===== src/rtl/gnrc_fifo_pkg.sv =====
// Shared helpers for the generic FIFO blocks.
package gnrc_fifo_pkg;

   // Occupancy counter width: must hold every value from 0 up to dp+oq inclusive.
   function automatic int fifo_cnt_w(input int dp, input int oq);
      return $clog2(dp + oq + 1);
   endfunction

endpackage


===== src/rtl/gnrc_fifo_oq.sv =====
// Small register FIFO with push/pop/valid; head is visible combinationally on data_o.
module gnrc_fifo_oq #(
   parameter int DW    = 32,
   parameter int DEPTH = 2
) (
   input  logic          clk_i,
   input  logic          rst_ni,
   input  logic          push_i,
   input  logic [DW-1:0] data_i,
   input  logic          pop_i,
   output logic          valid_o,
   output logic [DW-1:0] data_o
);

   localparam int PW = (DEPTH > 1) ? $clog2(DEPTH) : 1;
   localparam int NW = $clog2(DEPTH + 1);
   localparam logic [PW-1:0] L_LAST = PW'(DEPTH - 1);
   localparam logic [NW-1:0] L_FULL = NW'(DEPTH);

   logic [DW-1:0] r_mem [DEPTH];
   logic [PW-1:0] r_wr;
   logic [PW-1:0] r_rd;
   logic [NW-1:0] r_cnt;
   logic          w_pop;

   assign valid_o = (r_cnt != '0);
   assign data_o  = r_mem[r_rd];
   assign w_pop   = pop_i & valid_o;

   always_ff @(posedge clk_i or negedge rst_ni) begin
      if (!rst_ni) begin
         r_wr  <= '0;
         r_rd  <= '0;
         r_cnt <= '0;
      end else begin
         if (push_i) begin
            r_wr <= (r_wr == L_LAST) ? '0 : r_wr + PW'(1);
         end
         if (w_pop) begin
            r_rd <= (r_rd == L_LAST) ? '0 : r_rd + PW'(1);
         end
         case ({push_i, w_pop})
            2'b10:   r_cnt <= r_cnt + NW'(1);
            2'b01:   r_cnt <= r_cnt - NW'(1);
            default: ;
         endcase
      end
   end

   // Storage needs no reset: an entry is only visible once r_cnt says it was written.
   always_ff @(posedge clk_i) begin
      if (push_i) begin
         r_mem[r_wr] <= data_i;
      end
   end

   a_no_overflow: assert property (@(posedge clk_i) disable iff (!rst_ni)
      !(push_i && (r_cnt == L_FULL) && !w_pop));

endmodule


===== src/rtl/gnrc_dpram_fifo_ctrl.sv =====
// FWFT FIFO controller around an external simple dual-port RAM; reads are prefetched
// into a small output queue under a credit scheme so the RAM read latency stays hidden.
module gnrc_dpram_fifo_ctrl
   import gnrc_fifo_pkg::*;
#(
   parameter int DW    = 32,
   parameter int DP    = 512,
   parameter int DELAY = 1,
   parameter int AW    = $clog2(DP),
   parameter int OQ    = DELAY + 1,
   parameter int CW    = fifo_cnt_w(DP, OQ)
) (
   input  logic          clk_i,
   input  logic          rst_ni,
   input  logic          s_valid_i,
   output logic          s_ready_o,
   input  logic [DW-1:0] s_data_i,
   output logic          m_valid_o,
   input  logic          m_ready_i,
   output logic [DW-1:0] m_data_o,
   output logic          ram_wen_o,
   output logic          ram_we_o,
   output logic [AW-1:0] ram_waddr_o,
   output logic [DW-1:0] ram_wdata_o,
   output logic          ram_ren_o,
   output logic [AW-1:0] ram_raddr_o,
   input  logic [DW-1:0] ram_rdata_i,
   output logic [CW-1:0] count_o,
   output logic          full_o,
   output logic          empty_o
);

   localparam int CRW = $clog2(OQ + 1);
   localparam logic [AW:0]    L_RAM_FULL   = (AW + 1)'(DP);
   localparam logic [CRW-1:0] L_CREDIT_MAX = CRW'(OQ);

   logic [AW-1:0]    r_wptr;
   logic [AW-1:0]    r_rptr;
   logic [AW:0]      r_ram_cnt;
   logic [CRW-1:0]   r_credit;
   logic [DELAY-1:0] r_inflight;
   logic [CW-1:0]    r_count;

   logic w_push;
   logic w_fetch;
   logic w_pop;
   logic w_land;
   logic w_oq_valid;

   assign s_ready_o = (r_ram_cnt != L_RAM_FULL);
   assign w_push    = s_valid_i & s_ready_o;
   assign w_pop     = w_oq_valid & m_ready_i;
   // A pop frees a queue slot this cycle, so its credit may be spent at once;
   // without this the credit loop would leave a bubble every OQ words.
   assign w_fetch   = (r_ram_cnt != '0) & ((r_credit != '0) | w_pop);
   assign w_land    = r_inflight[DELAY-1];

   assign ram_wen_o   = w_push;
   assign ram_we_o    = w_push;
   assign ram_waddr_o = r_wptr;
   assign ram_wdata_o = s_data_i;
   assign ram_ren_o   = w_fetch;
   assign ram_raddr_o = r_rptr;

   assign m_valid_o = w_oq_valid;
   assign count_o   = r_count;
   assign full_o    = (r_ram_cnt == L_RAM_FULL);
   assign empty_o   = (r_count == '0);

   always_ff @(posedge clk_i or negedge rst_ni) begin
      if (!rst_ni) begin
         r_wptr     <= '0;
         r_rptr     <= '0;
         r_ram_cnt  <= '0;
         r_credit   <= L_CREDIT_MAX;
         r_inflight <= '0;
         r_count    <= '0;
      end else begin
         if (w_push) begin
            r_wptr <= r_wptr + AW'(1);
         end
         if (w_fetch) begin
            r_rptr <= r_rptr + AW'(1);
         end
         r_inflight <= (r_inflight << 1) | DELAY'(w_fetch);
         case ({w_push, w_fetch})
            2'b10:   r_ram_cnt <= r_ram_cnt + (AW + 1)'(1);
            2'b01:   r_ram_cnt <= r_ram_cnt - (AW + 1)'(1);
            default: ;
         endcase
         case ({w_fetch, w_pop})
            2'b10:   r_credit <= r_credit - CRW'(1);
            2'b01:   r_credit <= r_credit + CRW'(1);
            default: ;
         endcase
         case ({w_push, w_pop})
            2'b10:   r_count <= r_count + CW'(1);
            2'b01:   r_count <= r_count - CW'(1);
            default: ;
         endcase
      end
   end

   gnrc_fifo_oq #(
      .DW    (DW),
      .DEPTH (OQ)
   ) u_oq (
      .clk_i   (clk_i),
      .rst_ni  (rst_ni),
      .push_i  (w_land),
      .data_i  (ram_rdata_i),
      .pop_i   (m_ready_i),
      .valid_o (w_oq_valid),
      .data_o  (m_data_o)
   );

   a_data_stable: assert property (@(posedge clk_i) disable iff (!rst_ni)
      (s_valid_i && !s_ready_o) |=> (!s_valid_i || $stable(s_data_i)));

   a_credit_max: assert property (@(posedge clk_i) disable iff (!rst_ni)
      r_credit <= L_CREDIT_MAX);

endmodule


===== config.mk =====
export PLATFORM = sky130hd
export DESIGN_NAME = gnrc_dpram_fifo_ctrl
export DESIGN_NICKNAME = d
export VERILOG_FILES = /design/src/rtl/gnrc_fifo_pkg.sv /design/src/rtl/gnrc_fifo_oq.sv /design/src/rtl/gnrc_dpram_fifo_ctrl.sv
export SDC_FILE = /design/constraint.sdc
export NUM_CORES = 1
export LEC_CHECK = 0
export BUFFER_PORTS_ARGS = -buffer_cell sky130_fd_sc_hd__buf_4
export CAP_MARGIN = 20
export CELL_PAD_IN_SITES_DETAIL_PLACEMENT = 0
export CELL_PAD_IN_SITES_GLOBAL_PLACEMENT = 1
export CORE_UTILIZATION = 43
export CTS_CLUSTER_SIZE = 25
export DETAILED_ROUTE_END_ITERATION = 6
export PLACE_DENSITY_LB_ADDON = 0.3
export SLEW_MARGIN = 0
export SYNTH_ARGS = -nofsm -noshare
export SYNTH_HDL_FRONTEND = slang
export SYNTH_HIERARCHICAL = 1
export SYNTH_SLANG_ARGS = --single-unit

===== constraint.sdc =====
create_clock -name clk_i -period 9.75 [get_ports clk_i]
set_clock_uncertainty 0.1 [all_clocks]
set_input_delay 0.975 -clock clk_i [delete_from_list [all_inputs] [get_ports clk_i]]
set_output_delay 0.975 -clock clk_i [all_outputs]
set_load 0.03 [all_outputs]

==> summary.txt <==
Run status
  • Status: finished with violations
  • Failing checks: design-rule violations

Clock tree
  • H-tree Lvls: 3
  • CTS tree: built
  • CTS max path bufs: 2
  • Resize count post-CTS: 0
  • Hold-fix buffers, CTS: 0
  • CTS sink cnt: around 110
  • CTS root buf: clkbuf_16
  • Worst-skew pair later-pin latency: about 340 ps
  • Setup Fix Bufs, Post-CTS: 0
  • Clock transition at the registers of the reported paths: 70 ps
  • TritonCTS buffer count: 9

Placement
  • HPWL after DPL: around 6400 um
  • Port Buffer Count: 102
  • Dpl cell area: just under 6000 um^2
  • DP Worst Slack: approximately 6000 ps
  • GP Congestion: around 0.84

Layout
  • Final instance area: 6170 um^2
  • Filler instances: 978
  • Syn-to-layout area delta: 17.8%
  • Layout Nets: about 560
  • Layout cell share with drive strength beyond 1: between 30% and 40%
  • N_diodes: 0

STA
  • FMAX: 0.266 GHz
  • Setup TNS: 0 ps
  • Final hold violation count: 0
  • Final Hold Slack: ~380 ps
  • Worst Tran Pin Value: ~940 ps
  • Setup slack after layout: approximately 6000 ps
  • Tcrit/Tclk final: around two fifths
  • Final min period: roughly 3800 ps
  • Final setup violation count: 0
  • Slew Limit Fails: 0
  • Max-slew headroom: between 30% and 40%
  • Unrepaired setup endpoints after global routing: false

Synth
  • Mapped cell area: 5240 um^2
  • Post-synthesis async set-or-reset flop share: roughly two fifths
  • Ranking of synthesized cells by area: edfxtp_1 37%, dfrtp_1 21%, mux2_2 7.1%, ha_1 5.0%, buf_4 4.7%
  • EDFF count, synth: 64
  • Area leader, netlist: edfxtp_1
  • Synth Net Count: between 400 and 500
  • Post-synth top area share: 36.7%
  • Most numerous cell in the Yosys netlist: edfxtp_1
  • Synth Area in Compound Gates: about 6.3%
  • Synth Area in Simple Gates: about 8.6%
  • Main combinational cell family by area after synthesis: simple AND/OR/NAND/NOR gates
  • Avg Cell Area, Syn: 13.4 um^2
  • Synth unique cells: 48
  • Commonest cells post-synth: 64 x edfxtp_1, 44 x dfrtp_1, 33 x buf_4, 33 x mux2_2, 24 x nand2_1
  • Mux cell area share after synthesis: 8.15%
  • Post-Syn Instances: slightly below 400
  • Yosys warns: 6
  • Post-Synth XOR/XNOR Area: approximately 6%
  • Post-synthesis adder-cell area fraction: about 5.8%
  • #FFs+latches synth: between 100 and 150
  • Most used DFF post-synth: edfxtp_1
  • Sequential element share of the synthesized area: just under 60%

Floorplanning
  • Starting Density: around 45%
  • Total core area: approximately 12000 um^2
  • Die W: between 100 and 150 um
  • I/O pin count: around 170
  • Die ar.: ~13000 um^2
  • Die Y: 112 um
  • Row count: 39

Worst setup path
  • Worst path arrival time: 3920 ps
  • Critical Path End Type: flop
  • Required time worst endpoint: 9920 ps
  • Beginning of the worst register-to-register path: r_ram_cnt[1]
  • Cells on worst reg2reg path: 12
  • Critical path type: reg2reg
  • Slack of the worst reg-to-reg path: 6000 ps
  • Critical R2R Capture: count_o[9]
  • Crit path launch type: flop
  • Worst Setup SP: r_ram_cnt[1]
  • CP max FO: 11
  • Critical Path End: count_o[9]

Global routing
  • Global route overflow: 0
  • Initial antenna violation count: 0
  • Total track usage: between 10% and 20%
  • Largest net degree at the start of global routing: 46
  • Global-route wire length before repair: approximately 14000 um
  • Number of global-route vias before repair: 3065

Route
  • DRC viols: 12
  • Via count: between 3000 and 4000
  • ANT nets after route: 0
  • DRT Wirelength: just over 9000 um
  • DR WL met3: approximately 650 um
  • Initial DRC Count: between 150 and 200
  • Post-DR vias/cell: 5.11
  • Pre-antenna DRT Iters: 6
  • Routed met2 length: between 4000 and 5000 um
  • DR WL/cell: about 15 um
  • Top Layer Used: met4
  • WL met1: roughly 4200 um

Power
  • Sw power: slightly below 0.9 mW
  • Pint: between 1 and 1.5 mW
  • Pleak: around 2.6 nW
  • Peak supply drop: around 0.16 mV
  • P per Cell Area: about 350 nW/um^2
  • Seq pwr share: a little over a third
  • Combinational share of power: roughly 47%
  • Clock power frac: between 10% and 20%
  • Switch share: between 40% and 50%

Hold path
  • Min-Delay Path Class: reg2reg
  • Hold path cells: 1

Flow run
  • Max cap viols: 0
-- area by class of cell --
class                      count  area (um^2)  area share [%]
clock buffer                  11          253            4.10
clock inverter                 5         40.0           0.649
inverter                      12         45.0           0.730
multi-input combinational    229         1820            29.5
sequential                   109         3050            49.4
tap                          143          179            2.90
timing repair buffer         104          781            12.7
-- cell families after synthesis --
logic type      Yosys count
compound gates           50
xor+xnor                 35
fa+ha+maj                23
buf+inv                  54
flops                   109
mux                      37
simple gates             84
-- critical path, stage by stage, from the launching register on --
cell	delay, ps
dfrtp_1	410
nor3_1	340
nand4_1	260
and2_1	390
inv_1	150
ha_1	470
ha_1	370
a21o_1	170
a21oi_1	200
a21boi_1	150
o31ai_2	270
mux2i_1	240
xnor2_1	140
-- power groups by stage --
stage	registers [mW]	clock network (mW)	logic, mW
4_1_cts	0.778	0.368	1.03
5_1_grt	0.796	0.385	1.10
3_3_place_gp	0.780	0	1.02
6_report	0.775	0.355	1.02
3_5_place_dp	0.787	0	1.03
2_1_floorplan	0.851	0	0.692
-- cells in the final DEF (no fill, tap or decap), drive strengths merged, types with 5 or more instances in the layout --
cell / count
edfxtp: 64
a21oi: 9
and2: 6
nor2: 15
dfrtp: 44
and3: 6
mux2: 36
nand4: 9
o31ai: 5
inv: 14
nand2: 24
clkbuf: 11
xnor2: 21
nor3: 9
xor2: 14
buf: 104
o21ai: 18
ha: 21
-- per-layer routing --
metal / up-vias / GRT usage, %
li1: 1525 / -
met1: 1511 / 19.2
met2: 82 / 22.9
met3: 12 / 4.91
met4: 0 / 4.80
met5: - / 0
-- registers in the layout (all words and copies together) (netlist names), 2 cells and up --
name and count:
count_o 10, r_credit 2, r_ram_cnt 10, ram_raddr_o 9, ram_waddr_o 9, u_oq/r_cnt 2
u_oq/r_mem 64
-- stage by stage --
step	power [mW]	instances	utilization, %
2_1_floorplan	1.54	392	-
3_3_place_gp	1.80	597	50.4
3_5_place_dp	1.81	597	50.4
4_1_cts	2.18	613	52.9
5_1_grt	2.28	613	52.9
6_report	2.15	613	52.9
-- worst min-delay path by stage --
stage | start | endpoint
floorplan | u_oq/r_cnt[1] | u_oq/r_cnt[1]
global placement | u_oq/r_cnt[1] | u_oq/r_cnt[1]
detailed placement | u_oq/r_cnt[1] | u_oq/r_cnt[1]
CTS | u_oq/r_cnt[1] | u_oq/r_cnt[1]
global route | u_oq/r_cnt[1] | u_oq/r_cnt[1]
finish | u_oq/r_cnt[1] | u_oq/r_cnt[1]
Note: power is estimated with default switching activity, not from simulation.
